`src/rtl/bin_bcd_seq_if.sv`:
```
`default_nettype none
// ============================================================================
// Module   : bin_bcd_seq_if
// Brief    : Handshake bundle for the iterative binary-to-BCD converter.
//            Input side carries the binary value with in_valid/in_ready.
//            Output side carries the packed BCD result, the overflow flag and
//            the leading-zero blanking mask with out_valid/out_ready.
// Revision : 1.0 - initial release
// ============================================================================
interface bin_bcd_seq_if #(
    parameter int BIN_W  = 24,
    parameter int DIGITS = 8
) ();

    logic                  in_valid;
    logic                  in_ready;
    logic [BIN_W-1:0]      bin_in;
    logic                  out_valid;
    logic                  out_ready;
    logic [4*DIGITS-1:0]   bcd_out;
    logic                  ovf;
    logic [DIGITS-1:0]     blank;

    // Converter side: consumes values, produces results.
    modport slave (
        input  in_valid,
        input  bin_in,
        input  out_ready,
        output in_ready,
        output out_valid,
        output bcd_out,
        output ovf,
        output blank
    );

    // Environment side: supplies values, accepts results.
    modport master (
        output in_valid,
        output bin_in,
        output out_ready,
        input  in_ready,
        input  out_valid,
        input  bcd_out,
        input  ovf,
        input  blank
    );

endinterface
`default_nettype wire

```
`src/rtl/bin_bcd_seq.sv`:
```
`default_nettype none
// ============================================================================
// Module   : bin_bcd_seq
// Brief    : Iterative shift-and-add-3 binary-to-BCD converter. One input bit
//            is consumed per clock; the result is modulo 10^DIGITS with a
//            sticky overflow flag and a leading-zero blanking mask.
// Revision : 1.0 - initial release
// ============================================================================
module bin_bcd_seq #(
    parameter int BIN_W  = 24,
    parameter int DIGITS = 8
) (
    input  wire            clk,
    input  wire            rst_n,
    bin_bcd_seq_if.slave   bus
);

    localparam int c_CNT_W = $clog2(BIN_W + 1);
    localparam int c_BCD_W = 4 * DIGITS;

    typedef enum logic [1:0] {
        S_IDLE = 2'd0,
        S_CONV = 2'd1,
        S_HOLD = 2'd2
    } state_t;

    state_t               r_state;
    state_t               w_state_next;

    logic [BIN_W-1:0]     r_shift;
    logic [c_BCD_W-1:0]   r_bcd;
    logic                 r_sticky;
    logic [c_CNT_W-1:0]   r_cnt;

    logic [c_BCD_W-1:0]   r_bcd_out;
    logic                 r_ovf;
    logic [DIGITS-1:0]    r_blank;

    logic [c_BCD_W-1:0]   w_adj;
    logic [c_BCD_W-1:0]   w_bcd_next;
    logic [BIN_W-1:0]     w_shift_next;
    logic                 w_carry_out;
    logic [DIGITS-1:0]    w_blank;
    logic                 w_accept;
    logic                 w_last;
    logic                 w_in_ready;
    logic                 w_out_valid;

    // Add-3 correction per digit; digits are independent, no carry between them.
    generate
        for (genvar k = 0; k < DIGITS; k++) begin : g_digit
            assign w_adj[4*k +: 4] = (r_bcd[4*k +: 4] >= 4'd5) ? (r_bcd[4*k +: 4] + 4'd3)
                                                               : r_bcd[4*k +: 4];
        end
    endgenerate

    // Shift {BCD, binary} left by one; the bit leaving the top digit marks overflow.
    assign w_bcd_next   = {w_adj[c_BCD_W-2:0], r_shift[BIN_W-1]};
    assign w_shift_next = r_shift << 1;
    assign w_carry_out  = w_adj[c_BCD_W-1];

    assign w_accept = (r_state == S_IDLE) && bus.in_valid;
    assign w_last   = (r_state == S_CONV) && (r_cnt == c_CNT_W'(1));

    // Blanking mask: a digit blanks when it and every digit above it are zero;
    // the ones digit is always shown so a zero result still displays "0".
    always_comb begin
        logic v_zero_above;
        w_blank      = '0;
        v_zero_above = 1'b1;
        for (int k = DIGITS - 1; k >= 0; k--) begin
            v_zero_above = v_zero_above && (w_bcd_next[4*k +: 4] == 4'd0);
            w_blank[k]   = v_zero_above;
        end
        w_blank[0] = 1'b0;
    end

    // State register.
    always_ff @(posedge clk or negedge rst_n) begin
        if (!rst_n) begin
            r_state <= S_IDLE;
        end else begin
            r_state <= w_state_next;
        end
    end

    // Next-state and handshake decode; outputs come from state only.
    always_comb begin
        w_state_next = r_state;
        w_in_ready   = 1'b0;
        w_out_valid  = 1'b0;
        case (r_state)
            S_IDLE: begin
                w_in_ready = 1'b1;
                if (bus.in_valid) begin
                    w_state_next = S_CONV;
                end
            end
            S_CONV: begin
                if (w_last) begin
                    w_state_next = S_HOLD;
                end
            end
            S_HOLD: begin
                w_out_valid = 1'b1;
                if (bus.out_ready) begin
                    w_state_next = S_IDLE;
                end
            end
            default: begin
                w_state_next = S_IDLE;
            end
        endcase
    end

    // Working datapath: load on acceptance, iterate while converting,
    // register the result on the final iteration.
    always_ff @(posedge clk or negedge rst_n) begin
        if (!rst_n) begin
            r_shift   <= '0;
            r_bcd     <= '0;
            r_sticky  <= 1'b0;
            r_cnt     <= '0;
            r_bcd_out <= '0;
            r_ovf     <= 1'b0;
            r_blank   <= ~DIGITS'(1);
        end else begin
            if (w_accept) begin
                r_shift  <= bus.bin_in;
                r_bcd    <= '0;
                r_sticky <= 1'b0;
                r_cnt    <= c_CNT_W'(BIN_W);
            end else if (r_state == S_CONV) begin
                r_shift  <= w_shift_next;
                r_bcd    <= w_bcd_next;
                r_sticky <= r_sticky | w_carry_out;
                r_cnt    <= r_cnt - c_CNT_W'(1);
                if (w_last) begin
                    r_bcd_out <= w_bcd_next;
                    r_ovf     <= r_sticky | w_carry_out;
                    r_blank   <= w_blank;
                end
            end
        end
    end

    assign bus.in_ready  = w_in_ready;
    assign bus.out_valid = w_out_valid;
    assign bus.bcd_out   = r_bcd_out;
    assign bus.ovf       = r_ovf;
    assign bus.blank     = r_blank;

endmodule
`default_nettype wire

```
`src/flat_wrapper.sv`:
```
// flat-port wrapper written by rule: the top's interface ports become plain ports
module bin_bcd_seq_flat 
#(
    parameter int BIN_W  = 24,
    parameter int DIGITS = 8
)
  (clk, rst_n, bus_in_valid, bus_bin_in, bus_out_ready, bus_in_ready, bus_out_valid, bus_bcd_out, bus_ovf, bus_blank);
  bin_bcd_seq_if #(.BIN_W(BIN_W), .DIGITS(DIGITS)) bus_i ();
  input  wire clk;
  input  wire rst_n;
  input wire logic [$bits(bus_i.in_valid)-1:0] bus_in_valid;
  input wire logic [$bits(bus_i.bin_in)-1:0] bus_bin_in;
  input wire logic [$bits(bus_i.out_ready)-1:0] bus_out_ready;
  output wire logic [$bits(bus_i.in_ready)-1:0] bus_in_ready;
  output wire logic [$bits(bus_i.out_valid)-1:0] bus_out_valid;
  output wire logic [$bits(bus_i.bcd_out)-1:0] bus_bcd_out;
  output wire logic [$bits(bus_i.ovf)-1:0] bus_ovf;
  output wire logic [$bits(bus_i.blank)-1:0] bus_blank;
  assign bus_i.in_valid = bus_in_valid;
  assign bus_i.bin_in = bus_bin_in;
  assign bus_i.out_ready = bus_out_ready;
  assign bus_in_ready = bus_i.in_ready;
  assign bus_out_valid = bus_i.out_valid;
  assign bus_bcd_out = bus_i.bcd_out;
  assign bus_ovf = bus_i.ovf;
  assign bus_blank = bus_i.blank;
  bin_bcd_seq #(.BIN_W(BIN_W), .DIGITS(DIGITS)) u_core (.clk(clk), .rst_n(rst_n), .bus(bus_i));
endmodule
```
`config.mk`:
```
export PLATFORM = sky130hd
export DESIGN_NAME = bin_bcd_seq_flat
export DESIGN_NICKNAME = d
export VERILOG_FILES = /design/src/rtl/bin_bcd_seq_if.sv /design/src/rtl/bin_bcd_seq.sv /design/src/flat_wrapper.sv
export SDC_FILE = /design/constraint.sdc
export NUM_CORES = 1
export LEC_CHECK = 0
export CORE_MARGIN = 1.5
export CORE_UTILIZATION = 40
export DETAILED_ROUTE_END_ITERATION = 10
export PLACE_DENSITY = 0.58
export SYNTH_ARGS = -nofsm -noshare
export SYNTH_HDL_FRONTEND = slang
export SYNTH_SLANG_ARGS = --single-unit
```
`constraint.sdc`:
```
create_clock -name clk -period 2.7 [get_ports clk]
set_input_delay 0.81 -clock clk [delete_from_list [all_inputs] [get_ports clk]]
set_output_delay 0.81 -clock clk [all_outputs]
set_load 0.1 [all_outputs]
```
==> metrics.md <==
| Metric | Value |
|---|---|
| Outcome | `finished, final reports clean` |
| Total gr overflow | `0` |
| Htree depth | `3` |
| Post-synthesis sequential area ratio | `between 50% and 60%` |
| Fillers | `about 1200` |
| Hold Crit Class | `primary input to async pin` |
| Worst-Margin Slew | `approximately 0.7 ns` |
| Layout Skew | `just over 0.006 ns` |
| Yosys top cell area share | `between 40% and 50%` |
| Ys Warns | `0` |
| Die height | `114 um` |
| Relative slew slack | `between 50% and 60%` |
| RSZ-0062 raised after global routing | `no` |
| FF-to-FF Start | `u_core.r_bcd[24]` |
| DRT antenna net count | `0` |
| Worst Path Arrival | `2.78 ns` |
| Input/output buffers | `between 60 and 70` |
| Post-CTS Hold Fix Bufs | `0` |
| Period utilization | `just over 90%` |
| Via/cell ratio | `slightly above 5` |
| Fin. Hold Viols | `0` |
| DRC viols | `0` |
| Root Buffer | `clkbuf_16` |
| Final setup viols | `0` |
| Detailed Route WL | `between 10000 and 15000 um` |
| Fmax | `approximately 400 MHz` |
| DRT Pass-1 Iters | `5` |
| Tmin final | `approximately 2.5 ns` |
| Crit. End Element | `flip-flop` |
| Initial antenna violation count | `0` |
| Total global-route track usage | `18.0%` |
| Worst setup path start | `u_core.r_bcd[24]` |
| Max cap viols | `0` |
| Register-to-Register Path Depth | `8` |
| Post-synth top flop | `dfrtp_1` |
| Area of the core | `0.0120 sq mm` |
| Setup crit start kind | `flip-flop` |
| Synth Net Count | `between 500 and 600` |
| Worst R2R End | `u_core.bus.blank[1]` |
| Dominant cell type by area after synthesis | `dfrtp_1` |
| Slew Limit Fails | `0` |
| R2R Setup Slk | `0.18 ns` |
| Most frequent cell after synthesis | `nand2_1` |
| DRT iter0 DRCs | `just under 200` |
| CP Max Fanout | `5` |
| First-pass GRT wire length | `between 15000 and 20000 um` |
| Fraction of layout cells with a size suffix above 1 | `roughly 16%` |
| Clk sinks | `about 100` |
| Crit path max-delay cell type | `or4_4` |
| Asr flop ratio synth | `between 90% and 100%` |
| Number of global-route vias before repair | `between 3000 and 4000` |
| Post-CTS setup buffers | `0` |
| Ant diodes | `0` |
| Synth top cells by count | `nand2_1 (116), dfrtp_1 (97), o21ai_0 (77)` |
| Critical Path RT | `a little under 3 ns` |
| Final net count | `645` |
| Clock Latency Late Sink | `between 0.3 and 0.4 ns` |
| Starting Density | `between 40 and 50%` |
| Syn Area/Cell | `approximately 9.3 sq um` |
| Largest net degree at the start of global routing | `44` |
| Syn-to-layout area delta | `23.2%` |
| Worst-path clk slew | `roughly 0.070 ns` |
| Area of the die | `approximately 0.013 sq mm` |
| IO Pins | `slightly above 70` |
| Chip width | `~110 um` |
| Post-cts resize count | `0` |
| Synth Register Bits | `~100` |
| Cells after synthesis | `between 500 and 600` |
| Clk buf depth | `2` |
| Number of synthesized flops with an enable pin | `0` |
| Synth top area cells | `dfrtp_1 (49%), nand2_1 (8.8%), o21ai_0 (7.8%)` |
| DR WL/cell | `around 15 um` |
| RePlAce Congestion | `roughly 0.80` |
| CP Class | `flip-flop to flip-flop` |
| Crit-path cells | `inv_1, ha_1, nand2b_1, a21oi_2, mux2i_1, nand4_2, or4_4, o31ai_2` |
| Detailed Place HPWL | `around 7600 um` |
| CP max stage delay | `0.60 ns` |
| Rows | `40` |
| Setup_tns | `0 ns` |
| Area of the mapped netlist | `0.00494 sq mm` |
| Netlist cell types | `37` |
| TritonCTS buffer count | `9` |
| Via count of the routed design | `around 3900` |
| TritonCTS clock tree | `done` |
area by class of cell:
class	instances	area (sq um)	share of cell area, %
Multi-Input combinational cell	382	2170	35.6
Clock inverter	3	65.1	1.07
Clock buffer	13	260	4.28
Timing Repair Buffer	83	726	11.9
Sequential cell	104	2610	42.9
Inverter	19	71.3	1.17
Tap cell	147	184	3.02
cells in the final DEF, fill, tap and decap left out, types with 4 or more instances in the layout:
cell | netlist | final
nor3b_1 | 13 | 13
nand3_1 | 34 | 34
nand2_1 | 116 | 115
mux2i_1 | 4 | 4
buf_4 | 1 | 54
a21oi_1 | 25 | 22
nor3_1 | 10 | 10
mux2_2 | 6 | 6
nand2b_1 | 10 | 9
dfrtp_1 | 97 | 97
xnor2_1 | 10 | 10
dfstp_2 | 7 | 7
o21ai_0 | 77 | 77
clkdlybuf4s50_1 | 0 | 26
ha_1 | 18 | 18
inv_1 | 19 | 19
nor2_1 | 11 | 9
a22oi_1 | 23 | 23
clkbuf_16 | 0 | 9
critical path: cells and delay by family (launching register included):
family	cells	cell delay [ns]
muxes	1	0.29
adders and majority gates	1	0.24
and+or+nand+nor	3	0.87
AOI/OAI and AO/OA	2	0.48
DFF	1	0.43
buffers and inverters	1	0.13
sequential cells by signal, indices dropped and copies added, names as in the netlist:
| signal | flops |
|---|---|
| u_core.r_cnt | 5 |
| u_core.r_sticky | 1 |
| u_core.bus.blank | 7 |
| u_core.r_state | 2 |
| u_core.r_shift | 24 |
| u_core.bus.bcd_out | 32 |
| u_core.bus.ovf | 1 |
| u_core.r_bcd | 32 |
routing by layer:
metal | GRT usage [%] | share of wire (%) | vias up
met5 | 0 | 0 | -
met4 | 7.17 | 1.3 | 0
met3 | 2.91 | 3.5 | 10
met2 | 28.6 | 46 | 60
met1 | 24.9 | 49 | 1834
li1 | - | - | 1959
through the flow:
step	std cells	util (%)	setup WS (ns)	hold slack (ns)	area, sq um
after floorplan	534	-	0.354	0.446	4940
after global placement	735	47.9	0.158	0.450	5750
after detailed placement	735	47.9	0.105	0.455	5750
after CTS	751	50.6	0.0795	0.439	6080
after global routing	751	50.7	0.00813	0.459	6090
final	751	50.7	0.181	0.420	6090
how the worst max path moves through the flow:
stage	endpoint	slack, ns	cells past startpoint
global route	u_core.bus.blank[1]	0.008	8
detailed placement	u_core.bus.blank[1]	0.10	8
global placement	u_core.bus.blank[1]	0.16	8
floorplan	u_core.r_bcd[15]	0.35	7
CTS	u_core.bus.blank[1]	0.08	8
finish	u_core.bus.blank[1]	0.18	8
kinds of logic (layout without fill, tap and decap cells):
| logic type | count (synthesis) | after routing | share of synthesized area (%) |
|---|---|---|---|
| and+or+nand+nor | 211 | 211 | 19.9 |
| AOI/OAI and AO/OA | 132 | 132 | 14.9 |
| DFF | 104 | 104 | 52.8 |
| buffers and inverters | 48 | 118 | 3.75 |
| adders and majority gates | 18 | 18 | 4.56 |
| xor gates and xnor gates | 10 | 10 | 1.77 |
| muxes | 10 | 10 | 2.18 |
| other | 1 | 1 | 0.0759 |
Power is left out: the tool's default activity adds up to more than one toggle a clock period on the data nets, which glitch-free logic cannot reach.
